[src/rtl/emu_sat_combiner.sv]
`default_nettype none
// ============================================================================
//  Module      : emu_sat_combiner
//  Description : Combines emulated GNSS satellite-channel beats into one
//                complex baseband sample per frame. Each beat's Doppler NCO
//                value is BPSK-modulated by (chip XOR nav), scaled by a
//                per-channel gain, and summed into a saturating accumulator.
//                At the end of a frame the sum is shifted right by SHIFT and
//                saturated to OUT_W bits.
//
//  Ports       : clk        - clock, rising edge
//                resetn     - synchronous active-low reset
//                dv_in      - beat valid
//                first/last - frame delimiters, qualified by dv_in
//                real_in    - signed 6-bit NCO cos
//                imag_in    - signed 6-bit NCO sin
//                chip, nav  - code chip / nav bit (1 = -1)
//                gain       - unsigned 4-bit channel amplitude
//                dv_out     - combined sample valid pulse (beat + 3 clocks)
//                real_out   - signed OUT_W combined real (held)
//                imag_out   - signed OUT_W combined imag (held)
//                frame_err  - framing violation pulse (beat + 2 clocks)
//
//  Revision    : 1.0 - initial release
// ============================================================================
module emu_sat_combiner #(
    parameter int OUT_W = 8,    // must not exceed the 15-bit accumulator width
    parameter int SHIFT = 2
) (
    input  logic                    clk,
    input  logic                    resetn,
    input  logic                    dv_in,
    input  logic                    first,
    input  logic                    last,
    input  logic signed [5:0]       real_in,
    input  logic signed [5:0]       imag_in,
    input  logic                    chip,
    input  logic                    nav,
    input  logic        [3:0]       gain,
    output logic                    dv_out,
    output logic signed [OUT_W-1:0] real_out,
    output logic signed [OUT_W-1:0] imag_out,
    output logic                    frame_err
);

    // Accumulator limits, expressed both at accumulator width and at the
    // one-bit-wider width used for the pre-clamp sum.
    localparam logic signed [14:0] c_ACC_MAX = 15'sh3FFF;    // +16383
    localparam logic signed [14:0] c_ACC_MIN = 15'sh4000;    // -16384
    localparam logic signed [15:0] c_SUM_MAX = 16'sh3FFF;
    localparam logic signed [15:0] c_SUM_MIN = 16'shC000;

    // Output limits at accumulator width (for comparison) and at OUT_W.
    localparam logic signed [14:0]      c_OUT_MAX15 = 15'((2 ** (OUT_W - 1)) - 1);
    localparam logic signed [14:0]      c_OUT_MIN15 = 15'(-(2 ** (OUT_W - 1)));
    localparam logic signed [OUT_W-1:0] c_OUT_MAX   = {1'b0, {(OUT_W - 1){1'b1}}};
    localparam logic signed [OUT_W-1:0] c_OUT_MIN   = {1'b1, {(OUT_W - 1){1'b0}}};

    // ------------------------------------------------------------------
    // Helpers
    // ------------------------------------------------------------------
    function automatic logic signed [14:0] sat_add(
        input logic signed [14:0] acc,
        input logic signed [10:0] prod
    );
        logic signed [15:0] sum;
        sum = {acc[14], acc} + {{5{prod[10]}}, prod};
        if (sum > c_SUM_MAX)
            sat_add = c_ACC_MAX;
        else if (sum < c_SUM_MIN)
            sat_add = c_ACC_MIN;
        else
            sat_add = sum[14:0];
    endfunction

    function automatic logic signed [OUT_W-1:0] sat_out(
        input logic signed [14:0] acc
    );
        logic signed [14:0] sh;
        sh = acc >>> SHIFT;
        if (sh > c_OUT_MAX15)
            sat_out = c_OUT_MAX;
        else if (sh < c_OUT_MIN15)
            sat_out = c_OUT_MIN;
        else
            sat_out = sh[OUT_W-1:0];
    endfunction

    // ------------------------------------------------------------------
    // Stage 0 (combinational): modulation and gain
    // ------------------------------------------------------------------
    // Widening to 7 bits before negation lets -(-32) become +32 cleanly.
    logic               w_neg;
    logic signed [6:0]  w_re7;
    logic signed [6:0]  w_im7;
    logic signed [6:0]  w_mod_re;
    logic signed [6:0]  w_mod_im;
    logic signed [10:0] w_gain_x;
    logic signed [10:0] w_prod_re;
    logic signed [10:0] w_prod_im;

    assign w_neg    = chip ^ nav;
    assign w_re7    = {real_in[5], real_in};
    assign w_im7    = {imag_in[5], imag_in};
    assign w_mod_re = w_neg ? -w_re7 : w_re7;
    assign w_mod_im = w_neg ? -w_im7 : w_im7;
    assign w_gain_x = $signed({7'b0, gain});
    // |product| <= 32*15 = 480, so an 11-bit result is exact.
    assign w_prod_re = {{4{w_mod_re[6]}}, w_mod_re} * w_gain_x;
    assign w_prod_im = {{4{w_mod_im[6]}}, w_mod_im} * w_gain_x;

    // ------------------------------------------------------------------
    // Stage 1: register product and beat qualifiers
    // ------------------------------------------------------------------
    logic               r_s1_dv;
    logic               r_s1_first;
    logic               r_s1_last;
    logic signed [10:0] r_s1_re;
    logic signed [10:0] r_s1_im;

    always_ff @(posedge clk) begin
        if (!resetn) begin
            r_s1_dv    <= 1'b0;
            r_s1_first <= 1'b0;
            r_s1_last  <= 1'b0;
            r_s1_re    <= '0;
            r_s1_im    <= '0;
        end else begin
            r_s1_dv    <= dv_in;
            r_s1_first <= first;
            r_s1_last  <= last;
            r_s1_re    <= w_prod_re;
            r_s1_im    <= w_prod_im;
        end
    end

    // ------------------------------------------------------------------
    // Stage 2: frame tracking and accumulation
    // ------------------------------------------------------------------
    logic               r_open;
    logic signed [14:0] r_acc_re;
    logic signed [14:0] r_acc_im;
    logic               r_s2_fire;
    logic               r_s2_err;

    logic               w_open_nxt;
    logic signed [14:0] w_acc_re_nxt;
    logic signed [14:0] w_acc_im_nxt;
    logic               w_fire_nxt;
    logic               w_err_nxt;

    always_comb begin
        w_open_nxt   = r_open;
        w_acc_re_nxt = r_acc_re;
        w_acc_im_nxt = r_acc_im;
        w_fire_nxt   = 1'b0;
        w_err_nxt    = 1'b0;
        if (r_s1_dv) begin
            if (r_s1_first) begin
                // A first beat always (re)starts a frame; flag it if it
                // truncated one that was still open.
                w_err_nxt    = r_open;
                w_acc_re_nxt = {{4{r_s1_re[10]}}, r_s1_re};
                w_acc_im_nxt = {{4{r_s1_im[10]}}, r_s1_im};
                w_open_nxt   = ~r_s1_last;
                w_fire_nxt   = r_s1_last;
            end else if (r_open) begin
                w_acc_re_nxt = sat_add(r_acc_re, r_s1_re);
                w_acc_im_nxt = sat_add(r_acc_im, r_s1_im);
                w_open_nxt   = ~r_s1_last;
                w_fire_nxt   = r_s1_last;
            end else begin
                // Orphan beat: dropped without touching the accumulator.
                w_err_nxt    = 1'b1;
            end
        end
    end

    always_ff @(posedge clk) begin
        if (!resetn) begin
            r_open    <= 1'b0;
            r_acc_re  <= '0;
            r_acc_im  <= '0;
            r_s2_fire <= 1'b0;
            r_s2_err  <= 1'b0;
        end else begin
            r_open    <= w_open_nxt;
            r_acc_re  <= w_acc_re_nxt;
            r_acc_im  <= w_acc_im_nxt;
            r_s2_fire <= w_fire_nxt;
            r_s2_err  <= w_err_nxt;
        end
    end

    // ------------------------------------------------------------------
    // Stage 3: scale and saturate completed frames
    // ------------------------------------------------------------------
    logic                    r_dv_out;
    logic signed [OUT_W-1:0] r_real_out;
    logic signed [OUT_W-1:0] r_imag_out;

    always_ff @(posedge clk) begin
        if (!resetn) begin
            r_dv_out   <= 1'b0;
            r_real_out <= '0;
            r_imag_out <= '0;
        end else begin
            r_dv_out <= r_s2_fire;
            if (r_s2_fire) begin
                r_real_out <= sat_out(r_acc_re);
                r_imag_out <= sat_out(r_acc_im);
            end
        end
    end

    assign dv_out    = r_dv_out;
    assign real_out  = r_real_out;
    assign imag_out  = r_imag_out;
    assign frame_err = r_s2_err;

endmodule
`default_nettype wire

[config.mk]
export PLATFORM = sky130hd
export DESIGN_NAME = emu_sat_combiner
export DESIGN_NICKNAME = d
export VERILOG_FILES = /design/src/rtl/emu_sat_combiner.sv
export SDC_FILE = /design/constraint.sdc
export NUM_CORES = 1
export LEC_CHECK = 0
export CAP_MARGIN = 10
export CORE_MARGIN = 2
export CORE_UTILIZATION = 60
export DETAILED_ROUTE_END_ITERATION = 7
export PLACE_DENSITY = 0.9
export SLEW_MARGIN = 20
export SYNTH_ARGS = -nofsm -noshare
export SYNTH_HDL_FRONTEND = slang
export SYNTH_SLANG_ARGS = --single-unit
[constraint.sdc]
create_clock -name clk -period 6.3 [get_ports clk]
set_input_delay 1.26 -clock clk [delete_from_list [all_inputs] [get_ports clk]]
set_output_delay 1.26 -clock clk [all_outputs]
set_load 0.03 [all_outputs]
==> impl_metrics.env, run 1 <==
export IMPL_status="complete, no violations"
export IMPL_p_per_area_nw_per_um2=274
export IMPL_period_needed_ps=5780
export IMPL_routed_via_density=5.87
export IMPL_maxCapViolations=0
export IMPL_htreeDepth=3
export IMPL_hold_viol_final=0
export IMPL_grt_use_total_pct=24.8
export IMPL_portBuffers=40
export IMPL_start_kind="input pin"
export IMPL_finalSetupViolCount=0
export IMPL_seq_area_frac_synth_pct=22.9
export IMPL_grt_max_degree=32
export IMPL_yosys_area_top_type="dfxtp_1"
export IMPL_grt_pass1_wl_um=23700
export IMPL_initial_core_util_pct=60.9
export IMPL_crit_arrival_ps=6050
export IMPL_crit_start="nav"
export IMPL_die_height_um=108
export IMPL_max_slew_margin_pct=28.9
export IMPL_cellLeakagePower_nw=3.07
export IMPL_min_period_over_period_pct=91.7
export IMPL_place_inst=946
export IMPL_reg2reg_to="r_acc_im[3]"
export IMPL_nNetsFinal=941
export IMPL_place_gp_congestion=0.903
export IMPL_synth_seq_cells=75
export IMPL_synthFlopType="dfxtp_1"
export IMPL_cts_setup_buffers=0
export IMPL_cp_endpoint="r_s1_im[10]"
export IMPL_layout_setup_ws_ps=523
export IMPL_cts_buffers=9
export IMPL_gr_total_overflow=0
export IMPL_clk_latency_ps=350
export IMPL_path_max_fanout=14
export IMPL_end_kind="register"
export IMPL_firstDrtPassIters=5
export IMPL_async_flop_share_pct=0
export IMPL_p_total_mw=1.98
export IMPL_antenna_found_initial=0
export IMPL_rows=38
export IMPL_place_ws_ps=169
export IMPL_fin_worst_skew_ps=4.25
export IMPL_timing_hold_ws_ps=472
export IMPL_drive_gt1_share_pct=4.99
export IMPL_drc=0
export IMPL_slowest_delay_ps=850
export IMPL_synth_top_area_share_pct=22.9
export IMPL_tns_ps=0
export IMPL_cts_hold_buf=0
export IMPL_cpMaxStageDelayCell="xnor2_1"
export IMPL_reg2reg_depth=6
export IMPL_drt_total_wl_um=14000
export IMPL_coreArea_um2=10700
export IMPL_peakVddDrop_uv=113
export IMPL_avgRoutedWirePerCell_um=14.5
export IMPL_synthesis_area_um2=6540
export IMPL_detail_route_antenna_nets=0
export IMPL_cts_tree="built"
export IMPL_die_width_um=108
export IMPL_hold_class="register to register"
export IMPL_synth_area_per_cell_um2=8.29
export IMPL_critical_path_reg2reg_startpoint="r_s1_first"
export IMPL_criticalPathCategory="input pin to register"
export IMPL_cts_sinks=75
export IMPL_path_clk_slew_ps=70
export IMPL_synthToLayoutAreaGrowth_pct=10.6
export IMPL_final_max_slew_viol_count=0
export IMPL_tightest_slew_ps=1060
export IMPL_synthCells=789
export IMPL_cts_buffer_depth=2
export IMPL_num_io_pins=41
export IMPL_post_dp_cell_area_um2=7050
export IMPL_max_freq_mhz=173
export IMPL_place_hpwl_um=10500
export IMPL_synth_cell_types=60
export IMPL_yosys_top_cells_area="dfxtp_1 23%, ha_1 14%, fa_1 9.2%"
export IMPL_yosysWarnings=0
export IMPL_vias=5644
export IMPL_rsz0062_at_grt="no"
export IMPL_worstPathCellList="clkdlybuf4s50_1 -> xnor2_1 -> mux2i_1 -> nor2b_1 -> ha_1 -> inv_1 -> fa_1 -> fa_1 -> inv_1 -> ha_1 -> nor2b_1 -> o21ai_0 -> a21boi_0 -> o21ai_0 -> a21o_1 -> a21oi_1 -> nor3b_1"
export IMPL_synth_nets=913
export IMPL_synth_edf_count=0
export IMPL_cts_root_buf="clkbuf_8"
export IMPL_stdcell_area_um2=7240
export IMPL_layout_cells_non_filler=962
export IMPL_r2r_setup_slack_ps=2870
export IMPL_final_util_pct=67.4
export IMPL_dieArea_um2=11800
export IMPL_post_cts_resized=0
export IMPL_drt_iter0_markers=240
export IMPL_grt_pass1_vias=5366
export IMPL_cp_required_ps=6570
export IMPL_insertedDiodeCount=0
## logic make-up after synthesis
logic type	count (synthesis)	share of synthesized area [%]
muxes	4	0.612
AOI/OAI and AO/OA	226	21.8
and+or+nand+nor	224	18.4
DFF	75	22.9
buffers and inverters	106	6.23
adders and majority gates	106	23.6
xor gates and xnor gates	48	6.42
## layer usage
| layer | GRT usage, % | up-vias | routed length [um] |
|---|---|---|---|
| met1 | 32.3 | 2640 | 6250 |
| met3 | 3.07 | 24 | 808 |
| li1 | - | 2811 | - |
| met2 | 42.7 | 169 | 6710 |
| met5 | 0 | - | 0 |
| met4 | 8.06 | 0 | 222 |
## area by class of cell
| type | count | area [um^2] |
|---|---|---|
| clock buffer | 11 | 141 |
| clock inverter | 5 | 52.6 |
| fill | 908 | 3510 |
| inverter | 77 | 289 |
| multi-input combinational | 608 | 4630 |
| sequential | 75 | 1500 |
| tap | 140 | 175 |
| timing repair buffer | 46 | 445 |
## synthesized netlist by cell type (17+ instances only)
| library cell | count |
|---|---|
| a21oi_1 | 76 |
| and2_1 | 20 |
| clkbuf_1 | 24 |
| dfxtp_1 | 75 |
| fa_1 | 30 |
| ha_1 | 71 |
| inv_1 | 77 |
| nand2_1 | 38 |
| nand2b_1 | 22 |
| nand3_1 | 17 |
| nor2_1 | 40 |
| nor2b_1 | 37 |
| o211ai_1 | 25 |
| o21ai_0 | 54 |
| xnor2_1 | 33 |
## cells in the final DEF (no fill, tap or decap), drive strengths merged, types with 7 or more instances in the layout
| master | synthesis | routed |
|---|---|---|
| a211oi | 15 | 15 |
| a21o | 14 | 14 |
| a21oi | 76 | 76 |
| a31oi | 7 | 7 |
| and2 | 20 | 20 |
| clkbuf | 25 | 11 |
| clkdlybuf4s50 | 0 | 40 |
| dfxtp | 75 | 75 |
| fa | 30 | 30 |
| ha | 71 | 71 |
| inv | 77 | 77 |
| nand2 | 38 | 38 |
| nand2b | 22 | 22 |
| nand3 | 17 | 17 |
| nor2 | 40 | 40 |
| nor2b | 37 | 37 |
| nor3 | 19 | 19 |
| o211ai | 25 | 25 |
| o21ai | 61 | 61 |
| or3 | 13 | 13 |
| xnor2 | 33 | 33 |
| xor2 | 15 | 15 |
## worst min-delay path by stage
stage,from,to,cells after the start
2_1_floorplan,r_s1_last,r_open,1
3_3_place_gp,real_out[5],real_out[5],2
3_5_place_dp,r_s1_last,r_open,1
4_1_cts,r_s1_last,r_open,1
5_1_grt,real_out[0],real_out[0],2
6_report,r_s1_last,r_open,1
## sequential cells by signal, summed over array words and instances (netlist names)
name,count
real_out,8
frame_err,1
dv_out,1
r_s2_fire,1
r_s1_dv,1
r_s1_re,11
r_s1_first,1
r_s1_last,1
r_open,1
imag_out,8
r_s1_im,11
r_acc_re,15
r_acc_im,15
## power breakdown
| group | switching, mW | internal, mW | total (mW) |
|---|---|---|---|
| Clock | 0.173 | 0.192 | 0.365 |
| Sequential | 0.0557 | 0.534 | 0.590 |
| Combinational | 0.581 | 0.446 | 1.03 |
## critical path, delay by kind of cell
kind / cells / cell delay [ps]
muxes: 1 / 470
buffers and inverters: 3 / 520
AOI/OAI and AO/OA: 5 / 850
and+or+nand+nor: 3 / 440
xor gates and xnor gates: 1 / 850
adders and majority gates: 4 / 1650
Power figures use the tool's default switching activity.
==> inputs of run 2 (changes only) <==
Settings changed: ABC_AREA set to 0, CORE_MARGIN 2 to 8, CORE_UTILIZATION 60 to 57, PLACE_DENSITY 0.9 to 0.86.
==> run 2 against run 1 <==
Worst setup slack better by 17 ps. Non-clock buffer count unchanged. Combinational power about the same. Hold slack worse by 4.6 ps. Sequential share of layout area decreased by 0.32 points. Sequential cell count is the same. Critical path depth unchanged. Fmax grew 0.29%. Die area up 29%. Register-to-register slack improved by 40 ps. Critical path type unchanged.
==> impl_metrics.env, run 2 (synthesis results as in run 1) <==
export IMPL_synthToLayoutAreaGrowth_pct=12.4
export IMPL_dr_wl_met2_um=6540
export IMPL_place_hpwl_um=10600
export IMPL_start_kind="input pin"
export IMPL_final_common_cell="inv_1"
export IMPL_status="complete, no violations"
export IMPL_grt_use_total_pct=19.1
export IMPL_path_max_fanout=14
export IMPL_post_cts_resized=0
export IMPL_htreeDepth=3
export IMPL_hold_class="register to register"
export IMPL_cts_sinks=75
export IMPL_num_io_pins=41
export IMPL_die_height_um=123
export IMPL_peakVddDrop_uv=168
export IMPL_n_fill_cell=941
export IMPL_final_cell_mix="77 x inv_1, 76 x a21oi_1, 75 x dfxtp_1, 71 x ha_1, 54 x o21ai_0"
export IMPL_cts_buffer_depth=2
export IMPL_drive_gt1_share_pct=5.11
export IMPL_initial_core_util_pct=57.8
export IMPL_dieArea_um2=15200
export IMPL_cts_setup_buffers=0
export IMPL_rows=39
export IMPL_portBuffers=40
export IMPL_rsz0062_at_grt="no"
export IMPL_top_regs="r_acc_im (15), r_acc_re (15)"
export IMPL_place_gp_congestion=0.966
export IMPL_vias=5588
export IMPL_grt_pass1_vias=5316
export IMPL_cellLeakagePower_nw=3.12
export IMPL_p_total_mw=2.12
export IMPL_hold_viol_final=0
export IMPL_clk_latency_ps=330
export IMPL_coreArea_um2=11300
export IMPL_period_needed_ps=5760
export IMPL_min_period_over_period_pct=91.4
export IMPL_grt_pass1_wl_um=24100
export IMPL_final_max_slew_viol_count=0
export IMPL_drt_total_wl_um=14000
export IMPL_firstDrtPassIters=5
export IMPL_max_freq_mhz=174
export IMPL_cts_root_buf="clkbuf_16"
export IMPL_maxCapViolations=0
export IMPL_fin_worst_skew_ps=8.38
export IMPL_routed_via_density=5.79
export IMPL_cts_hold_buf=0
export IMPL_tns_ps=0
export IMPL_criticalPathCategory="input pin to register"
export IMPL_wl_met1_um=6430
export IMPL_cts_buffers=9
export IMPL_nNetsFinal=941
export IMPL_finalSetupViolCount=0
export IMPL_detail_route_antenna_nets=0
export IMPL_max_slew_margin_pct=30.6
export IMPL_grt_max_degree=32
export IMPL_antenna_found_initial=0
export IMPL_end_kind="register"
export IMPL_drc=0
export IMPL_insertedDiodeCount=0
export IMPL_drt_iter0_markers=352
export IMPL_gr_total_overflow=0
export IMPL_tightest_slew_ps=1030
export IMPL_dr_wl_met3_um=928
export IMPL_die_width_um=123
export IMPL_cp_required_ps=6490
export IMPL_p_per_area_nw_per_um2=288
export IMPL_cts_tree="built"
export IMPL_place_inst=949
export IMPL_highest_layer="met4"
export IMPL_path_clk_slew_ps=50
export IMPL_layout_cells_non_filler=965
export IMPL_crit_arrival_ps=5950
export IMPL_avgRoutedWirePerCell_um=14.6
## run 2: cell type report
cell class | instances | area (um^2) | area share [%]
Multi-Input combinational cell | 608 | 4630 | 63.0
Inverter | 77 | 289 | 3.93
Clock buffer | 10 | 239 | 3.25
Sequential cell | 75 | 1500 | 20.4
Clock inverter | 6 | 65.1 | 0.885
Tap cell | 143 | 179 | 2.43
Timing Repair Buffer | 46 | 445 | 6.06
## run 2: per-stage QoR
step	util, %	instance area, um^2	hold WS, ps	worst slack, ps
final	65.0	7350	467	540
after CTS	65.0	7350	468	559
after detailed placement	62.3	7050	460	205
after global placement	62.3	7050	456	435
after global routing	65.0	7350	495	102
after floorplan	-	6540	418	1260
## run 2: worst paths after layout
check	start	endpoint	slack [ps]	depth (start not counted)
worst max-delay path	nav	r_s1_re[10]	540	17
worst min-delay path	imag_out[4]	imag_out[4]	470	2
worst max register to register	r_s1_im[0]	r_acc_im[3]	2910	9
worst min register to register	imag_out[4]	imag_out[4]	470	2
## run 2: worst max-delay path, stage by stage
cell and delay, ps:
clkdlybuf4s50_1 410, xnor2_1 830, mux2i_1 440, nor2b_1 90, ha_1 280, inv_1 50, fa_1 510, fa_1 550
inv_1 40, ha_1 320, nor2b_1 160, o21ai_0 210, a21boi_0 150, o21ai_0 250, a21o_1 170, nand3_1 70
nor3b_1 150
## run 2: report_power, final
part / switching, mW / leakage, nW / total, mW / internal (mW)
clock network: 0.192 / 0.148 / 0.509 / 0.317
logic: 0.569 / 2.36 / 1.01 / 0.445
registers: 0.0570 / 0.613 / 0.592 / 0.535
## run 2: per-layer routing
metal  track usage, %  vias up
li1                 -     2809
met3             2.15       12
met1             24.7     2600
met5                0        -
met2             32.7      167
met4             5.72        0
